$ cat src/rtl/pic_pkg.sv
// pic_pkg
//   Shared definitions for the nested priority resolver:
//   - OCW2-style {R,SL,EOI} command encodings carried on eoi_cmd
//   - handshake state enumeration
package pic_pkg;

   localparam logic [2:0] ROT_AEOI_CLR = 3'b000;
   localparam logic [2:0] EOI_NS       = 3'b001;
   localparam logic [2:0] EOI_NOP      = 3'b010;
   localparam logic [2:0] EOI_SPEC     = 3'b011;
   localparam logic [2:0] ROT_AEOI_SET = 3'b100;
   localparam logic [2:0] ROT_NS       = 3'b101;
   localparam logic [2:0] SET_PRI      = 3'b110;
   localparam logic [2:0] ROT_SPEC     = 3'b111;

   typedef enum logic {
      IDLE = 1'b0,
      ACK1 = 1'b1
   } state_t;

endpackage

$ cat src/rtl/prio_resolver_nested_if.sv
// prio_resolver_nested_if
//   Bundles the request/mask inputs, INTA handshake, EOI command bus and
//   resolver outputs.
//   slave  : resolver side (requests/commands in, int_req/sel/isr out)
//   master : control/IRR side (the mirror image)
//   Optional macro SPECIAL_MASK_EN adds the smm signal.
interface prio_resolver_nested_if #(
   parameter int NUM_IRQ = 8
);
   localparam int L = $clog2(NUM_IRQ);

   logic [NUM_IRQ-1:0] irr;
   logic [NUM_IRQ-1:0] imr;
   logic               inta_1;
   logic               inta_2;
   logic               eoi_valid;
   logic [2:0]         eoi_cmd;
   logic [L-1:0]       eoi_level;
   logic               aeoi;
`ifdef SPECIAL_MASK_EN
   logic               smm;
`endif
   logic               int_req;
   logic [NUM_IRQ-1:0] irr_clr;
   logic [NUM_IRQ-1:0] isr;
   logic [L-1:0]       sel;
   logic               vec_valid;
   logic               spurious;
   logic [L-1:0]       lowest_pri;

   modport slave (
      input  irr, imr, inta_1, inta_2, eoi_valid, eoi_cmd, eoi_level, aeoi,
`ifdef SPECIAL_MASK_EN
      input  smm,
`endif
      output int_req, irr_clr, isr, sel, vec_valid, spurious, lowest_pri
   );

   modport master (
      output irr, imr, inta_1, inta_2, eoi_valid, eoi_cmd, eoi_level, aeoi,
`ifdef SPECIAL_MASK_EN
      output smm,
`endif
      input  int_req, irr_clr, isr, sel, vec_valid, spurious, lowest_pri
   );

endinterface

$ cat src/rtl/prio_find.sv
// prio_find
//   Combinational rotating priority encoder.
//   i_vec    : candidate bit vector
//   i_lowest : current lowest-priority level
//   o_found  : any bit of i_vec set
//   o_level  : level of the highest-priority set bit
//   o_rank   : its rank, (level - i_lowest - 1) mod NUM_IRQ, 0 = highest
module prio_find #(
   parameter int NUM_IRQ = 8,
   localparam int L = $clog2(NUM_IRQ)
) (
   input  logic [NUM_IRQ-1:0] i_vec,
   input  logic [L-1:0]       i_lowest,
   output logic               o_found,
   output logic [L-1:0]       o_level,
   output logic [L-1:0]       o_rank
);
   // w_idx[r] is the level that currently holds rank r; the L-bit add
   // wraps naturally because NUM_IRQ is a power of two.
   logic [L-1:0] w_idx [NUM_IRQ];

   genvar gi;
   generate
      for (gi = 0; gi < NUM_IRQ; gi++) begin : g_idx
         assign w_idx[gi] = i_lowest + L'(gi + 1);
      end
   endgenerate

   // Scan from the lowest rank up so the highest-priority hit is written last.
   always_comb begin
      o_found = 1'b0;
      o_level = '0;
      o_rank  = '0;
      for (int r = NUM_IRQ - 1; r >= 0; r--) begin
         if (i_vec[w_idx[r]]) begin
            o_found = 1'b1;
            o_level = w_idx[r];
            o_rank  = L'(r);
         end
      end
   end

endmodule

$ cat src/rtl/prio_resolver_nested.sv
// prio_resolver_nested
//   Clocked PIC priority resolver with internal ISR, fully nested priority,
//   automatic/specific rotation, EOI commands and auto-EOI.
//   clk   : system clock
//   reset : asynchronous active-high reset
//   bus   : prio_resolver_nested_if.slave (requests, INTA, EOI in;
//           int_req, irr_clr, isr, sel, vec_valid, spurious, lowest_pri out)
//   Optional macro SPECIAL_MASK_EN enables special mask mode via bus.smm.
module prio_resolver_nested
   import pic_pkg::*;
#(
   parameter int NUM_IRQ = 8
) (
   input  logic                   clk,
   input  logic                   reset,
   prio_resolver_nested_if.slave  bus
);
   localparam int L = $clog2(NUM_IRQ);

   state_t             r_state, w_state_next;
   logic [NUM_IRQ-1:0] r_isr, w_isr_next;
   logic [NUM_IRQ-1:0] r_irr_clr, w_irr_clr_next;
   logic [L-1:0]       r_lowest, w_lowest_next;
   logic [L-1:0]       r_sel, w_sel_next;
   logic               r_rot_aeoi, w_rot_aeoi_next;
   logic               r_spur_pend, w_spur_pend_next;
   logic               r_spurious, w_spurious_next;
   logic               r_vec_valid, w_vec_valid_next;
   logic               r_int_req, w_int_req_next;

   logic [NUM_IRQ-1:0] w_req;
   logic [NUM_IRQ-1:0] w_isv_vec;
   logic               w_cand_found, w_isv_found;
   logic [L-1:0]       w_cand_lvl, w_cand_rank, w_isv_lvl, w_isv_rank;

   assign w_req = bus.irr & ~bus.imr;

`ifdef SPECIAL_MASK_EN
   // In special mask mode masked in-service levels do not block and are
   // invisible to non-specific EOI.
   assign w_isv_vec = bus.smm ? (r_isr & ~bus.imr) : r_isr;
`else
   assign w_isv_vec = r_isr;
`endif

   prio_find #(.NUM_IRQ(NUM_IRQ)) u_find_req (
      .i_vec    (w_req),
      .i_lowest (r_lowest),
      .o_found  (w_cand_found),
      .o_level  (w_cand_lvl),
      .o_rank   (w_cand_rank)
   );

   prio_find #(.NUM_IRQ(NUM_IRQ)) u_find_isr (
      .i_vec    (w_isv_vec),
      .i_lowest (r_lowest),
      .o_found  (w_isv_found),
      .o_level  (w_isv_lvl),
      .o_rank   (w_isv_rank)
   );

   always_comb begin
`ifdef SPECIAL_MASK_EN
      if (bus.smm)
         w_int_req_next = w_cand_found && !r_isr[w_cand_lvl];
      else
         w_int_req_next = w_cand_found && (!w_isv_found || (w_cand_rank < w_isv_rank));
`else
      w_int_req_next = w_cand_found && (!w_isv_found || (w_cand_rank < w_isv_rank));
`endif
   end

   always_comb begin
      w_state_next     = r_state;
      w_isr_next       = r_isr;
      w_lowest_next    = r_lowest;
      w_sel_next       = r_sel;
      w_rot_aeoi_next  = r_rot_aeoi;
      w_spur_pend_next = r_spur_pend;
      w_irr_clr_next   = '0;
      w_vec_valid_next = 1'b0;
      w_spurious_next  = 1'b0;

      // EOI commands are applied first so a simultaneous INTA set wins.
      if (bus.eoi_valid) begin
         case (bus.eoi_cmd)
            EOI_NS: if (w_isv_found) w_isr_next[w_isv_lvl] = 1'b0;
            EOI_SPEC: w_isr_next[bus.eoi_level] = 1'b0;
            ROT_NS: if (w_isv_found) begin
               w_isr_next[w_isv_lvl] = 1'b0;
               w_lowest_next         = w_isv_lvl;
            end
            ROT_SPEC: begin
               w_isr_next[bus.eoi_level] = 1'b0;
               w_lowest_next             = bus.eoi_level;
            end
            SET_PRI:      w_lowest_next   = bus.eoi_level;
            ROT_AEOI_SET: w_rot_aeoi_next = 1'b1;
            ROT_AEOI_CLR: w_rot_aeoi_next = 1'b0;
            default: ;
         endcase
      end

      case (r_state)
         IDLE: begin
            if (bus.inta_1) begin
               w_state_next = ACK1;
               if (w_cand_found) begin
                  w_sel_next                 = w_cand_lvl;
                  w_isr_next[w_cand_lvl]     = 1'b1;
                  w_irr_clr_next[w_cand_lvl] = 1'b1;
                  w_spur_pend_next           = 1'b0;
               end else begin
                  w_sel_next       = r_lowest;
                  w_spur_pend_next = 1'b1;
               end
            end
         end
         ACK1: begin
            if (bus.inta_2) begin
               w_state_next     = IDLE;
               w_vec_valid_next = 1'b1;
               w_spurious_next  = r_spur_pend;
               // A spurious acknowledge never touched the ISR, so auto-EOI
               // has nothing to retire. Auto-rotation takes precedence over
               // a rotate command arriving in the same cycle.
               if (bus.aeoi && !r_spur_pend) begin
                  w_isr_next[r_sel] = 1'b0;
                  if (r_rot_aeoi) w_lowest_next = r_sel;
               end
            end
         end
         default: w_state_next = IDLE;
      endcase
   end

   always_ff @(posedge clk or posedge reset) begin
      if (reset) begin
         r_state     <= IDLE;
         r_isr       <= '0;
         r_irr_clr   <= '0;
         r_lowest    <= L'(NUM_IRQ - 1);
         r_sel       <= '0;
         r_rot_aeoi  <= 1'b0;
         r_spur_pend <= 1'b0;
         r_spurious  <= 1'b0;
         r_vec_valid <= 1'b0;
         r_int_req   <= 1'b0;
      end else begin
         r_state     <= w_state_next;
         r_isr       <= w_isr_next;
         r_irr_clr   <= w_irr_clr_next;
         r_lowest    <= w_lowest_next;
         r_sel       <= w_sel_next;
         r_rot_aeoi  <= w_rot_aeoi_next;
         r_spur_pend <= w_spur_pend_next;
         r_spurious  <= w_spurious_next;
         r_vec_valid <= w_vec_valid_next;
         r_int_req   <= w_int_req_next;
      end
   end

   assign bus.int_req    = r_int_req;
   assign bus.irr_clr    = r_irr_clr;
   assign bus.isr        = r_isr;
   assign bus.sel        = r_sel;
   assign bus.vec_valid  = r_vec_valid;
   assign bus.spurious   = r_spurious;
   assign bus.lowest_pri = r_lowest;

endmodule

$ cat src/flat_wrapper.sv
// flat-port wrapper written by rule: the top's interface ports become plain ports
module prio_resolver_nested_flat import pic_pkg::*;
#(
   parameter int NUM_IRQ = 8
)
  (clk, reset, bus_irr, bus_imr, bus_inta_1, bus_inta_2, bus_eoi_valid, bus_eoi_cmd, bus_eoi_level, bus_aeoi, bus_int_req, bus_irr_clr, bus_isr, bus_sel, bus_vec_valid, bus_spurious, bus_lowest_pri);
  prio_resolver_nested_if #(.NUM_IRQ(NUM_IRQ)) bus_i ();
  input  logic clk;
  input  logic reset;
  input wire logic [$bits(bus_i.irr)-1:0] bus_irr;
  input wire logic [$bits(bus_i.imr)-1:0] bus_imr;
  input wire logic [$bits(bus_i.inta_1)-1:0] bus_inta_1;
  input wire logic [$bits(bus_i.inta_2)-1:0] bus_inta_2;
  input wire logic [$bits(bus_i.eoi_valid)-1:0] bus_eoi_valid;
  input wire logic [$bits(bus_i.eoi_cmd)-1:0] bus_eoi_cmd;
  input wire logic [$bits(bus_i.eoi_level)-1:0] bus_eoi_level;
  input wire logic [$bits(bus_i.aeoi)-1:0] bus_aeoi;
  output wire logic [$bits(bus_i.int_req)-1:0] bus_int_req;
  output wire logic [$bits(bus_i.irr_clr)-1:0] bus_irr_clr;
  output wire logic [$bits(bus_i.isr)-1:0] bus_isr;
  output wire logic [$bits(bus_i.sel)-1:0] bus_sel;
  output wire logic [$bits(bus_i.vec_valid)-1:0] bus_vec_valid;
  output wire logic [$bits(bus_i.spurious)-1:0] bus_spurious;
  output wire logic [$bits(bus_i.lowest_pri)-1:0] bus_lowest_pri;
  assign bus_i.irr = bus_irr;
  assign bus_i.imr = bus_imr;
  assign bus_i.inta_1 = bus_inta_1;
  assign bus_i.inta_2 = bus_inta_2;
  assign bus_i.eoi_valid = bus_eoi_valid;
  assign bus_i.eoi_cmd = bus_eoi_cmd;
  assign bus_i.eoi_level = bus_eoi_level;
  assign bus_i.aeoi = bus_aeoi;
  assign bus_int_req = bus_i.int_req;
  assign bus_irr_clr = bus_i.irr_clr;
  assign bus_isr = bus_i.isr;
  assign bus_sel = bus_i.sel;
  assign bus_vec_valid = bus_i.vec_valid;
  assign bus_spurious = bus_i.spurious;
  assign bus_lowest_pri = bus_i.lowest_pri;
  prio_resolver_nested #(.NUM_IRQ(NUM_IRQ)) u_core (.clk(clk), .reset(reset), .bus(bus_i));
endmodule
$ cat config.mk
export PLATFORM = sky130hd
export DESIGN_NAME = prio_resolver_nested_flat
export DESIGN_NICKNAME = d
export VERILOG_FILES = /design/src/rtl/pic_pkg.sv /design/src/rtl/prio_resolver_nested_if.sv /design/src/rtl/prio_find.sv /design/src/rtl/prio_resolver_nested.sv /design/src/flat_wrapper.sv
export SDC_FILE = /design/constraint.sdc
export NUM_CORES = 1
export LEC_CHECK = 0
export ABC_AREA = 1
export CORE_UTILIZATION = 49
export CTS_BUF_LIST = sky130_fd_sc_hd__clkbuf_8 sky130_fd_sc_hd__clkbuf_16
export DETAILED_ROUTE_END_ITERATION = 12
export HOLD_SLACK_MARGIN = 0.08
export PLACE_DENSITY = 0.77
export SYNTH_ARGS = -nofsm -noshare
export SYNTH_HDL_FRONTEND = slang
export SYNTH_SLANG_ARGS = --single-unit
export TNS_END_PERCENT = 50
$ cat constraint.sdc
create_clock -name clk -period 3.1 [get_ports clk]
set_clock_uncertainty 0.05 [all_clocks]
set_input_delay 0.62 -clock clk [delete_from_list [all_inputs] [get_ports clk]]
set_output_delay 0.62 -clock clk [all_outputs]
set_load 0.02 [all_outputs]
# [Word-level counts from Yosys, hierarchy flattened]
# Index checks and enable logic that the tools add are counted.
[word_totals] reg_bits=28 out_inout_bits=25 wordCells=182
[op_classes] n_addsub=7 magnitude_cmp=17 eq_ne=6 muxes=116 bitwise=10 reduce_logical=16
[op_table] operator="3-bit two-way mux" n=39
[op_table] operator="8-bit two-way mux" n=9
[op_table] operator="1-bit binary-select mux with 3-bit select" n=16
[op_table] operator="3-bit by 4-bit less-than comparator with 1-bit output, second input constant" n=12
[op_table] operator="1-bit two-way mux" n=43
[op_table] operator="8-bit bitwise AND" n=4
[op_table] operator="8-bit NOT" n=4
[op_table] operator="8-bit one-hot mux with 2 select lines" n=2
[op_table] operator="3-bit adder, second input constant" n=4
[op_table] operator="1-bit demux with 3-bit select" n=4
[op_table] operator="3-bit equality test, second input constant" n=4
[op_table] operator="3-bit by 1-bit >= comparator with 1-bit output, second input constant" n=4
[op_table] operator="8-bit bitwise OR" n=1
[op_table] operator="3-bit by 2-bit adder with 3-bit output, second input constant" n=2
[op_table] operator="1-bit logical AND" n=6
[op_table] operator="3-bit one-hot mux with 2 select lines" n=1
[op_table] operator="2-bit OR reduction" n=3
[op_table] operator="1-bit one-hot mux with 2 select lines" n=2
[op_table] operator="2-bit AND reduction" n=2
[op_table] operator="3-bit by 1-bit adder with 3-bit output, second input constant" n=1
[op_table] operator="3-bit by 1-bit equality test with 1-bit output, second input constant" n=1
[op_table] operator="3-bit by 2-bit equality test with 1-bit output, second input constant" n=1
[op_table] operator="3-bit logical NOT" n=1
[op_table] operator="3-bit less-than comparator" n=1
[op_table] operator="other kinds (4)" n=5

# [Logic depth before layout (Yosys ltp)]
# Gate-level depths: netlist (run 1).
[logic_depth] depth_word=23 depth_mapped=25 depth_no_buf=23

# [By module]
# A second synthesis (run 1) with hierarchy kept.
[unflattened] cells_unflattened=500 hier_area_um2=3179.3
[modules_own_cells] module="prio_resolver_nested" instances=1 cells_each=230 area_per_inst_um2=1625.3
[modules_own_cells] module="prio_find" instances=2 cells_each=135 area_per_inst_um2=777.0

# [Worst setup path before layout (run 1)]
# OpenSTA, ideal clock, no wires.
[synth_timing] kind="flip-flop to flip-flop" from="register u_core.r_lowest[1], in the netlist u_core.bus.lowest_pri[1]" to="register u_core.r_int_req, in the netlist u_core.bus.int_req" setup_time_ps=77 arrival_ps=2873 required_ps=2973 slack_ps=100 stages_incl_launch_ff=20 n_path_buf=4 period_less_slack_ps=3000 cell_sequence="dfstp_2 -> buf_6 -> inv_2 -> buf_2 -> ha_1 -> buf_4 -> buf_2 -> o21ai_2 -> nor2_2 -> inv_2 -> nand2_2 -> inv_2 -> nand2_2 -> nor3_2 -> inv_2 -> a21oi_1 -> ha_1 -> a21oi_1 -> o21ai_0 -> a21oi_1"
[synth_between] elab_chain_len=13 elab_cells_between_ends=75
[synth_lines] element="from (decl)" line="prio_resolver_nested.sv:23" rtl="logic [L-1:0] r_lowest, w_lowest_next;"
[synth_lines] element="from (signal assigned)" line="prio_resolver_nested.sv:142" rtl="r_lowest <= L'(NUM_IRQ - 1);"
[synth_lines] element="from (signal assigned)" line="prio_resolver_nested.sv:153" rtl="r_lowest <= w_lowest_next;"
[synth_lines] element="3-bit adder / 1-bit binary-select mux with 3-bit select (equally long branches)" line="prio_find.sv:25, prio_find.sv:35"
[synth_lines] element="1-bit binary-select mux with 3-bit select / 1-bit two-way mux (equally long branches)" line="prio_find.sv:35" rtl="if (i_vec[w_idx[r]]) begin"
[synth_lines] element="1-bit two-way mux (implied by the code) / 3-bit two-way mux (equally long branches)" line="prio_find.sv:35"
[synth_lines] element="3-bit two-way mux / 1-bit two-way mux (equally long branches) (7 in series)" line="prio_find.sv:35"
[synth_lines] element="3-bit less-than comparator / 1-bit logical NOT (equally long branches)" line="prio_resolver_nested.sv:69" rtl="w_int_req_next = w_cand_found && (!w_isv_found || (w_cand_rank < w_isv_rank));"
[synth_lines] element="1-bit logical OR" line="prio_resolver_nested.sv:69"
[synth_lines] element="1-bit logical AND (*)" line="prio_resolver_nested.sv:69"
[synth_lines] element="net u_core.w_int_req_next" line="prio_resolver_nested.sv:29" rtl="logic r_int_req, w_int_req_next;"
[synth_lines] element="to (signal assigned)" line="prio_resolver_nested.sv:159" rtl="r_int_req <= w_int_req_next;"
[synth_lines] element="to (decl)" line="prio_resolver_nested.sv:29"
# Mark *: on every way through the listed nets, which the timed path passes. The rest lies on a longest branch. The select of a mux whose other input is x is not followed.
# A chain may end at the register's enable or synchronous reset.

# [Worst setup path after layout (run 1)]
# Ends and elaborated chain as after synthesis.

==> metrics.md, run 1 <==
| Metric | Value |
|---|---|
| Status | complete, no violations |
| Initial Utilization | 0.516 |
| Hold crit path type | flop to flop |
| Aggregate routed wire length | 8800 um |
| N_diodes | 0 |
| Final min period | 2900 ps |
| Via density | 5.21 |
| Final period util | 0.935 |
| Area Overhead vs Synth | 21.3% |
| Buf/Inv on CP | 4 |
| Total number of vias | 3,342 |
| Clock transition at path regs | 100 ps |
| Fill cell count | 545 |
| Drt drc | 0 |
| Syn Std Cell Area | 3090 um2 |
| Layout Nets | 600 |
| Crit path max-delay family | adder cells |
| Die Area | 6630 um2 |
| Number of global-route vias before repair | 3,103 |
| CP Cell Sequence | buf_4, ha_2, xor2_4, inv_2, or2_1, nand2_2, inv_2, nand2_2, nor3_2, inv_2, a21oi_1, ha_1, a21oi_1, o21ai_0, a21oi_1 |
| First-pass GRT wire length | 14,400 um |
| GRT Total Usage | 0.282 |
| Gpl congestion | 0.967 |
| Worst-skew pair later-pin latency | 280 ps |
| RSZ-0062 raised after global routing | no |
| Setup violations, final | 0 |
| Least-Margin Pin Slew | 438 ps |
| Synth area leaders | nand2_1 23%, dfrtp_1 20%, inv_1 7.8% |
| Critical Path AT | 3060 ps |
| Synthesized net count | 546 |
| Clock Path Buffers | 2 |
| EDFF count, synth | 0 |
| CP required | 3260 ps |
| Num rows | 28 |
| Crit-path slowest cell | dfstp_2 |
| Worst setup EP type | flop |
| Hold Path Depth | 2 |
| Drt first pass iters | 7 |
| Synth Area per Inst | 6.02 um2 |
| Share of cells above drive strength 1 | 0.157 |
| Post-DP HPWL | 6990 um |
| Setup TNS | 0 ps |
| CP max stage delay | 550 ps |
| Relative slew slack | 0.707 |
| Clk sink count | 28 |
| Top achievable clock speed | 345 MHz |
| Mapped Cells | 514 |
| Port Buffer Count | 52 |
| Leading area contributor after synthesis | nand2_1 |
| Die Y | 81.5 um |
| Die width | 81.5 um |
| H-tree depth | 1 |
| Slew Viols, Final | 0 |
| DRT iter0 DRCs | 197 |
| Synth warnings | 0 |
| Synth top cells by count | 187 x nand2_1, 64 x inv_1, 46 x nand3_1 |
| Crit path max fanout | 17 |
| Clock tree from TritonCTS | built |
| Area share of the largest cell type after synthesis | 0.227 |
| Synth async-reset ratio | 1.00 |
| Total congestion overflow | 0 |
| Antenna violations before repair | 0 |
| Root Driver | clkbuf_8 |
| Antenna-violating nets left | 0 |
| Levels on crit path | 15 |
| Hold_buf cts | 0 |
| Wire per inst | 13.7 um |
| Most common cell in the netlist | nand2_1 |
| Synth Flop Type | dfrtp_1 |
| Num CTS Buffers | 3 |
| Final Hold Violating Endpoints | 0 |
| Class of the most critical setup path | flop to flop |
| Distinct cells, synth | 38 |
| Seq/Total Area, Yosys | 0.228 |
| Largest net degree at the start of global routing | 29 |
| Reg2Reg Depth | 15 |
| Io pins | 53 |
| Core area | 5990 um2 |
| Synth Register Bits | 28 |
| CP startpoint kind | flop |
| Max cap viols | 0 |
==> path summary, 6_finish.rpt <==
kind / startpoint / endpoint / slack, ps
max: u_core.bus.lowest_pri[1] / u_core.bus.int_req / 200
min: u_core.r_rot_aeoi / u_core.r_rot_aeoi / 460
max reg2reg: u_core.bus.lowest_pri[1] / u_core.bus.int_req / 200
min reg2reg: u_core.r_rot_aeoi / u_core.r_rot_aeoi / 460
max in group asynchronous: reset / u_core.bus.lowest_pri[1] / 2040
min in group asynchronous: reset / u_core.r_state / 660
==> worst min-delay path: cells and delay by family, from the launching register on <==
family             cells  cell delay (ps)
DFF                    1              370
AOI/OAI and AO/OA      1               60
and+or+nand+nor        1               50
==> final cells by class <==
type / instances / area [um2] / area share
multi-input combinational: 389 / 1970 / 0.525
sequential: 28 / 704 / 0.188
timing repair buffer: 61 / 592 / 0.158
inverter: 85 / 320 / 0.0854
tap: 75 / 93.8 / 0.0250
clock buffer: 3 / 41.3 / 0.0110
clock inverter: 1 / 30.0 / 0.00801
==> metal layers <==
metal / global-route usage / vias up / part of all wire
met5: 0 / - / 0
met4: 0.0768 / 0 / 0.014
met3: 0.0300 / 17 / 0.066
met2: 0.486 / 117 / 0.47
met1: 0.373 / 1485 / 0.44
li1: - / 1723 / -
==> flip-flops by register name, summed over array words and instances, names as in the netlist <==
register	flops
u_core.bus.int_req	1
u_core.bus.irr_clr	8
u_core.bus.isr	8
u_core.bus.lowest_pri	3
u_core.bus.sel	3
u_core.bus.spurious	1
u_core.bus.vec_valid	1
u_core.r_rot_aeoi	1
u_core.r_spur_pend	1
u_core.r_state	1
==> through the flow <==
stage	utilization	area, um2	worst slack (ps)	hold WS, ps	std cells
after global placement	0.613	3670	167	427	638
final	0.626	3750	201	459	642
after global routing	0.626	3750	5.90	498	642
after floorplan	-	3090	100	403	514
after CTS	0.625	3740	155	462	642
after detailed placement	0.613	3670	101	441	638
==> kinds of logic after synthesis <==
logic type      share of synthesized area
xor+xnor                           0.0178
flops                               0.228
buf+inv                             0.137
simple gates                        0.456
compound gates                      0.146
fa+ha+maj                          0.0162
==> placed cells by master, fill, tap and decap left out, types with 5 or more instances in the layout <==
cell type and n:
nand2_1 187, inv_1 64, clkdlybuf4s50_1 52, nand3_1 46
nor2_1 39, dfrtp_1 25, inv_2 18, o21ai_0 18
a21oi_1 18, nand2_2 16, o21ai_2 9, nand3_2 9
o311ai_0 8, buf_4 8, o21ai_1 6, nor2_4 5
nor2_2 5
==> what timing repair did <==
action	in CTS	in global routing
buffers inserted	0	0
endpoints found under the setup margin	0	3
resized for setup	0	3
Power of run 1 is left out: the tool's default activity adds up to more than one toggle a clock period on the data nets, which glitch-free logic cannot reach.
==> run 2: changes to the inputs <==
ABC_AREA = default   (was 1)
CORE_UTILIZATION = 50   (was 49)
DONT_BUFFER_PORTS = 1   (was default)
PLACE_DENSITY = 0.67   (was 0.77)
==> run 2 against run 1 <==
  * The flow now finishes with violations (negative setup slack)
  * Final cell count shrank 14%
  * Clock-buffer cell count is the same
  * Setup slack lost 440 ps
  * Largest cell class unchanged
==> metrics.md, run 2 <==
| Metric | Value |
|---|---|
| Status | complete, but fails checks |
| Failing checks | negative setup slack |
| Most used cell, CP | buf_4 |
| Crit path max fanout | 7 (-10) |
| Clk sink count | 28 (unchanged) |
| R2r endpoint | u_core.bus.isr[6] |
| Reg2Reg Depth | 11 (-4) |
| Gpl congestion | 0.941 (-2.6%) |
| Distinct cells, synth | 76 (+100%) |
| Seq/Total Area, Yosys | 0.201 (-0.0272) |
| Share of cells above drive strength 1 | 0.456 (+0.299) |
| Synth top cells by count | 39 x nand2_1, 26 x mux4_2, 26 x nor2_1 |
| Drt first pass iters | 4 (-3) |
| Antenna violations before repair | 0 (unchanged) |
| H-tree depth | 1 (unchanged) |
| Most frequent cells in the layout | 90 x buf_4, 37 x nand2_1, 26 x mux4_2 |
| Setup slack, reg-to-reg | -240 ps (-440 ps) |
| Max cap viols | 0 (unchanged) |
| CP Cell Sequence | inv_4, ha_4, mux4_2, buf_6, mux2_4, buf_4, or4_1, o211ai_1, buf_4, and4bb_1, o22ai_1 |
| First-pass GRT wire length | 17,400 um (+21%) |
| Non-Filler Instances | 554 (-14%) |
| Die Y | 85.8 um (+5.4%) |
| Aggregate routed wire length | 11,600 um (+32%) |
| Clock tree from TritonCTS | built |
| Total number of vias | 3,594 (+7.5%) |
| Io pins | 53 (unchanged) |
| Area Overhead vs Synth | 34.0% |
| Synth area leaders | dfrtp_1 18%, mux4_2 17%, mux2i_1 5.1% |
| Most common cell after layout, fill and taps aside | buf_4 |
| Synth warnings | 0 (unchanged) |
| Hold crit path type | input pin to asynchronous set/reset pin |
| Setup violations, final | 11 (+11) |
| Synth Flop Type | dfrtp_1 |
| Synth Area per Inst | 9.27 um2 (+54%) |
| Die Area | 7360 um2 (+11%) |
| Leading area contributor after synthesis | dfrtp_1 |
| Final period util | 1.08 (+0.142) |
| Fin worst setup slack | -238 ps (-439 ps) |
| Most common cell in the netlist | nand2_1 |
| Relative slew slack | 0.300 (-0.407) |
| CP max stage delay | 580 ps (+30 ps) |
| Initial Utilization | 0.517 (+0.000652) |
| EDFF count, synth | 0 (unchanged) |
| Synthesized net count | 411 (-25%) |
| Antenna-violating nets left | 0 (unchanged) |
| Worst setup EP type | flop |
| Area share of the largest cell type after synthesis | 0.178 (-0.0488) |
| Class of the most critical setup path | flop to flop |
| Die width | 85.8 um (+5.4%) |
| Post-DP HPWL | 8370 um (+20%) |
| Slew Viols, Final | 0 (unchanged) |
| Via density | 6.49 (+25%) |
| Clock Path Buffers | 2 (unchanged) |
| Final Hold Violating Endpoints | 0 (unchanged) |
| Worst setup path endpoint | u_core.bus.isr[6] |
| Post-layout util | 0.692 (+0.0663) |
| Core area | 6790 um2 (+13%) |
| Worst-skew pair later-pin latency | 280 ps (about the same) |
| Drt drc | 0 (unchanged) |
| Mapped Cells | 379 (-26%) |
| GRT Total Usage | 0.304 (+0.0219) |
| Largest net degree at the start of global routing | 29 (unchanged) |
| Reg2reg start | u_core.bus.lowest_pri[0] |
| Dpl cells | 528 (-17%) |
| CP startpoint | u_core.bus.lowest_pri[0] |
| Num rows | 30 (+7.1%) |
| RSZ-0062 raised after global routing | yes |
| CP required | 3210 ps (-50 ps) |
| Wire per inst | 20.9 um (+53%) |
| N_diodes | 0 (unchanged) |
| Number of global-route vias before repair | 3,429 (+11%) |
| Syn Std Cell Area | 3510 um2 (+14%) |
| Synth Register Bits | 28 (unchanged) |
| Root Driver | clkbuf_8 |
| Synth async-reset ratio | 1.00 (unchanged) |
| Hold_buf cts | 0 (unchanged) |
| Total congestion overflow | 0 (unchanged) |
| DP Worst Slack | -236 ps (-337 ps) |
| Setup TNS | -1680 ps (-1680 ps) |
| Num CTS Buffers | 3 (unchanged) |
| Final min period | 3340 ps (+439 ps) |
| Crit-path slowest cell | dfstp_2 |
| Least-Margin Pin Slew | 1050 ps (+611 ps) |
| CP startpoint kind | flop |
| DRT iter0 DRCs | 238 (+21%) |
| Layout Nets | 491 (-18%) |
| Port Buffer Count | 0 (-100%) |
| Top achievable clock speed | 300 MHz (-13%) |
| Clock transition at path regs | 100 ps (about the same) |
| Critical Path AT | 3450 ps (+390 ps) |
run 2: cell count changes after synthesis, moves of 13 or more:
cell / delta
nand2_1: -148
inv_1: -59
nand3_1: -39
mux4_2: +26
mux2i_1: +18
nand2b_1: +18
nand2_2: -16
inv_2: -15
nor2_1: -13
run 2: per-stage QoR:
| step | cell area (um2) | hold slack, ps |
|---|---|---|
| after floorplan | 3640 | 428 |
| after global placement | 4170 | 452 |
| after detailed placement | 4170 | 469 |
| after CTS | 4390 | 416 |
| after global routing | 4700 | 431 |
| final | 4700 | 421 |
run 2: worst min-delay path by stage:
| stage | startpoint | endpoint | slack (ps) |
|---|---|---|---|
| floorplan | u_core.r_state | u_core.r_state | 430 |
| global placement | u_core.r_state | u_core.r_state | 450 |
| detailed placement | u_core.r_state | u_core.r_state | 470 |
| CTS | bus_eoi_valid | u_core.bus.lowest_pri[1] | 420 |
| global route | bus_inta_1 | u_core.r_state | 430 |
| finish | reset | u_core.bus.irr_clr[5] | 420 |
run 2: timing repair:
item / 4_1_cts / 5_1_grt
pin swaps: 8 / 17
resized for setup: 23 / 35
endpoints found under the setup margin: 20 / 23
buffers inserted: 8 / 12
cloned: 0 / 2
run 2: cell type report:
cell class	instances	area [um2]
clock inverter	1	30.0
sequential	28	704
inverter	9	36.3
multi-input combinational	316	2920
clock buffer	3	41.3
tap	96	120
timing repair buffer	101	853
fill	499	2090
run 2: cell families after synthesis:
group | Yosys count | share of synthesized area
simple gates | 138 | 0.217
compound gates | 113 | 0.235
mux | 56 | 0.259
buf+inv | 35 | 0.0563
flops | 28 | 0.201
xor+xnor | 5 | 0.0178
fa+ha+maj | 4 | 0.0143
run 2: critical path, delay by kind of cell, from the launching register on:
family,cells,cell delay (ps)
AND/OR/NAND/NOR,2,680
flip-flops,1,580
AO/OA/AOI/OAI,2,260
adder cells (fa/ha/maj),1,270
buffers and inverters,4,560
multiplexers,2,840
run 2: routing by layer:
layer / wire length (um) / track usage / vias up / share of wire
li1: - / - / 1642 / -
met1: 4700 / 0.366 / 1762 / 0.40
met2: 5880 / 0.546 / 149 / 0.51
met3: 552 / 0.0327 / 41 / 0.048
met4: 468 / 0.142 / 0 / 0.040
met5: 0 / 0 / - / 0
Power of run 2 is left out for the same reason.
==> run 3: changes to the inputs <==
CAP_MARGIN = 20   (was default)
==> run 3 against run 2 <==
  * The flow still finishes with violations (negative setup slack)
  * Via count decreased by 2.0%
  * Sequential cell count did not move
  * Clock-buffer cell count unchanged
  * First-iteration DRC count rose by 11%
  * Non-clock buffer count shrank 7
  * Register-to-register slack is essentially flat
==> metrics.md, run 3 (synthesis gave the netlist of run 2 again) <==
| Metric | Value |
|---|---|
| Status | complete, but fails checks |
| Failing checks | negative setup slack |
| Die Area | 7360 um2 (unchanged) |
| Most frequent cells in the layout | 84 x buf_4, 38 x nand2_1, 26 x mux4_2 |
| Root Driver | clkbuf_8 |
| Clk sink count | 28 (unchanged) |
| Max cap viols | 0 (unchanged) |
| Post-DP HPWL | 8370 um (unchanged) |
| Most common cell after layout, fill and taps aside | buf_4 |
| DP Worst Slack | -236 ps (unchanged) |
| Final min period | 3330 ps (-3.85 ps) |
| Final Hold Violating Endpoints | 0 (unchanged) |
| Num CTS Buffers | 3 (unchanged) |
| DP Area | 4170 um2 (unchanged) |
| Post-layout util | 0.687 (-0.00589) |
| First-pass GRT wire length | 17,400 um (unchanged) |
| Setup violations, final | 10 (-1) |
| Num rows | 30 (unchanged) |
| Largest net degree at the start of global routing | 29 (unchanged) |
| Final period util | 1.08 (-0.00124) |
| Non-Filler Instances | 547 (-1.3%) |
| N_diodes | 0 (unchanged) |
| Core area | 6790 um2 (unchanged) |
| Storage cell area | 704 um2 (unchanged) |
| Die Y | 85.8 um (unchanged) |
| Fill cell count | 508 (+1.8%) |
| Io pins | 53 (unchanged) |
| CP Cell Sequence | inv_4, ha_4, mux4_2, buf_6, mux2_4, a21oi_2, o31ai_1, a221o_1, o21ai_1, and4bb_1, o22ai_1 |
| H-tree depth | 1 (unchanged) |
| Layer with the highest usage | met2 |
| Multi-input logic area | 2930 um2 (+0.51%) |
| Critical Path AT | 3470 ps (+20 ps) |
| Final Cell Area | 4660 um2 (-0.85%) |
| Dpl cells | 528 (unchanged) |
| Area Overhead vs Synth | 32.8% |
| Top achievable clock speed | 300 MHz (+0.12%) |
| Hold_buf cts | 0 (unchanged) |
| Antenna-violating nets left | 0 (unchanged) |
| CP startpoint kind | flop |
| Drt first pass iters | 4 (unchanged) |
| Via density | 6.44 (-0.78%) |
| Drt drc | 0 (unchanged) |
| Port Buffer Count | 0 (unchanged) |
| Wire per inst | 20.6 um (-1.4%) |
| Die width | 85.8 um (unchanged) |
| M3 GR Usage | 0.0327 (unchanged) |
| CP required | 3240 ps (+30 ps) |
| Crit path max fanout | 3 (-4) |
| Relative slew slack | 0.696 (+0.396) |
| GRT met2 Usage | 0.546 (unchanged) |
| Met1 usage | 0.366 (unchanged) |
| Total number of vias | 3,521 (-2.0%) |
| Fin worst setup slack | -234 ps (+3.85 ps) |
| Total congestion overflow | 0 (unchanged) |
| Aggregate routed wire length | 11,300 um (-2.7%) |
| Least-Margin Pin Slew | 457 ps (-592 ps) |
| Share of cells above drive strength 1 | 0.455 (-0.00179) |
| Worst-skew pair later-pin latency | 280 ps (about the same) |
| Hold crit path type | input pin to asynchronous set/reset pin |
| Initial Utilization | 0.517 (unchanged) |
| Worst setup EP type | flop |
| RSZ-0062 raised after global routing | yes |
| Slew Viols, Final | 0 (unchanged) |
| Crit-path slowest cell | dfstp_2 |
| Clock transition at path regs | 100 ps (about the same) |
| Antenna violations before repair | 0 (unchanged) |
| DRT iter0 DRCs | 265 (+11%) |
| Clock tree from TritonCTS | built |
| Number of global-route vias before repair | 3,429 (unchanged) |
| Class of the most critical setup path | flop to flop |
| Layout Nets | 484 (-1.4%) |
| Gpl congestion | 0.941 (unchanged) |
| Clock Path Buffers | 2 (unchanged) |
| CP max stage delay | 580 ps (about the same) |
| GRT Total Usage | 0.304 (unchanged) |
==> run 3: cell count changes in the layout (fill, tap and decap cells not counted), moves of 2 or more <==
cell and change:
buf_4 -6, mux2i_2 +3, buf_6 -2, clkbuf_16 -2, mux2i_1 -2, o2111ai_1 -2
o2111ai_2 +2
==> run 3: layout make-up <==
type                    instances  share of cell area
clock buffers                   3             0.00885
inverters                       9             0.00778
clock inverters                 1             0.00644
well taps                      96              0.0258
repair buffers                 94               0.171
flip-flops and latches         28               0.151
multi-input cells             316               0.629
==> run 3: worst max-delay path: cells and delay by family (launching register included) <==
family | cells | cell delay [ps]
AO/OA/AOI/OAI | 5 | 1030
buffers and inverters | 2 | 200
adder cells (fa/ha/maj) | 1 | 280
AND/OR/NAND/NOR | 1 | 270
multiplexers | 2 | 840
flip-flops | 1 | 580
==> run 3: stage by stage <==
step	hold slack, ps	setup TNS [ps]
2_1_floorplan	428	-3980
3_3_place_gp	452	-2340
3_5_place_dp	469	-3010
4_1_cts	416	-693
5_1_grt	91.7	-2490
6_report	87.8	-1470
==> run 3: metal layers <==
metal | routed length [um] | vias to the layer above
li1 | - | 1628
met1 | 4600 | 1727
met2 | 5810 | 135
met3 | 525 | 31
met4 | 360 | 0
met5 | 0 | -
==> run 3: final timing paths <==
kind,end,start,slack (ps),cells after the start
max,u_core.bus.isr[6],u_core.bus.lowest_pri[0],-230,11
min,u_core.bus.irr_clr[7],reset,90,1
max reg2reg,u_core.bus.isr[6],u_core.bus.lowest_pri[0],-230,11
min reg2reg,u_core.r_state,u_core.r_state,510,2
max in group asynchronous,u_core.bus.lowest_pri[1],reset,2430,2
min in group clk,u_core.r_state,bus_inta_1,420,2
==> run 3: repair_timing <==
| action | in CTS | in global routing |
|---|---|---|
| gates resized for setup | 23 | 38 |
| gates cloned | 0 | 0 |
| endpoints found under the setup margin | 20 | 23 |
| pin swaps | 8 | 20 |
| buffers inserted | 8 | 6 |
Power of run 3 is left out for the same reason.
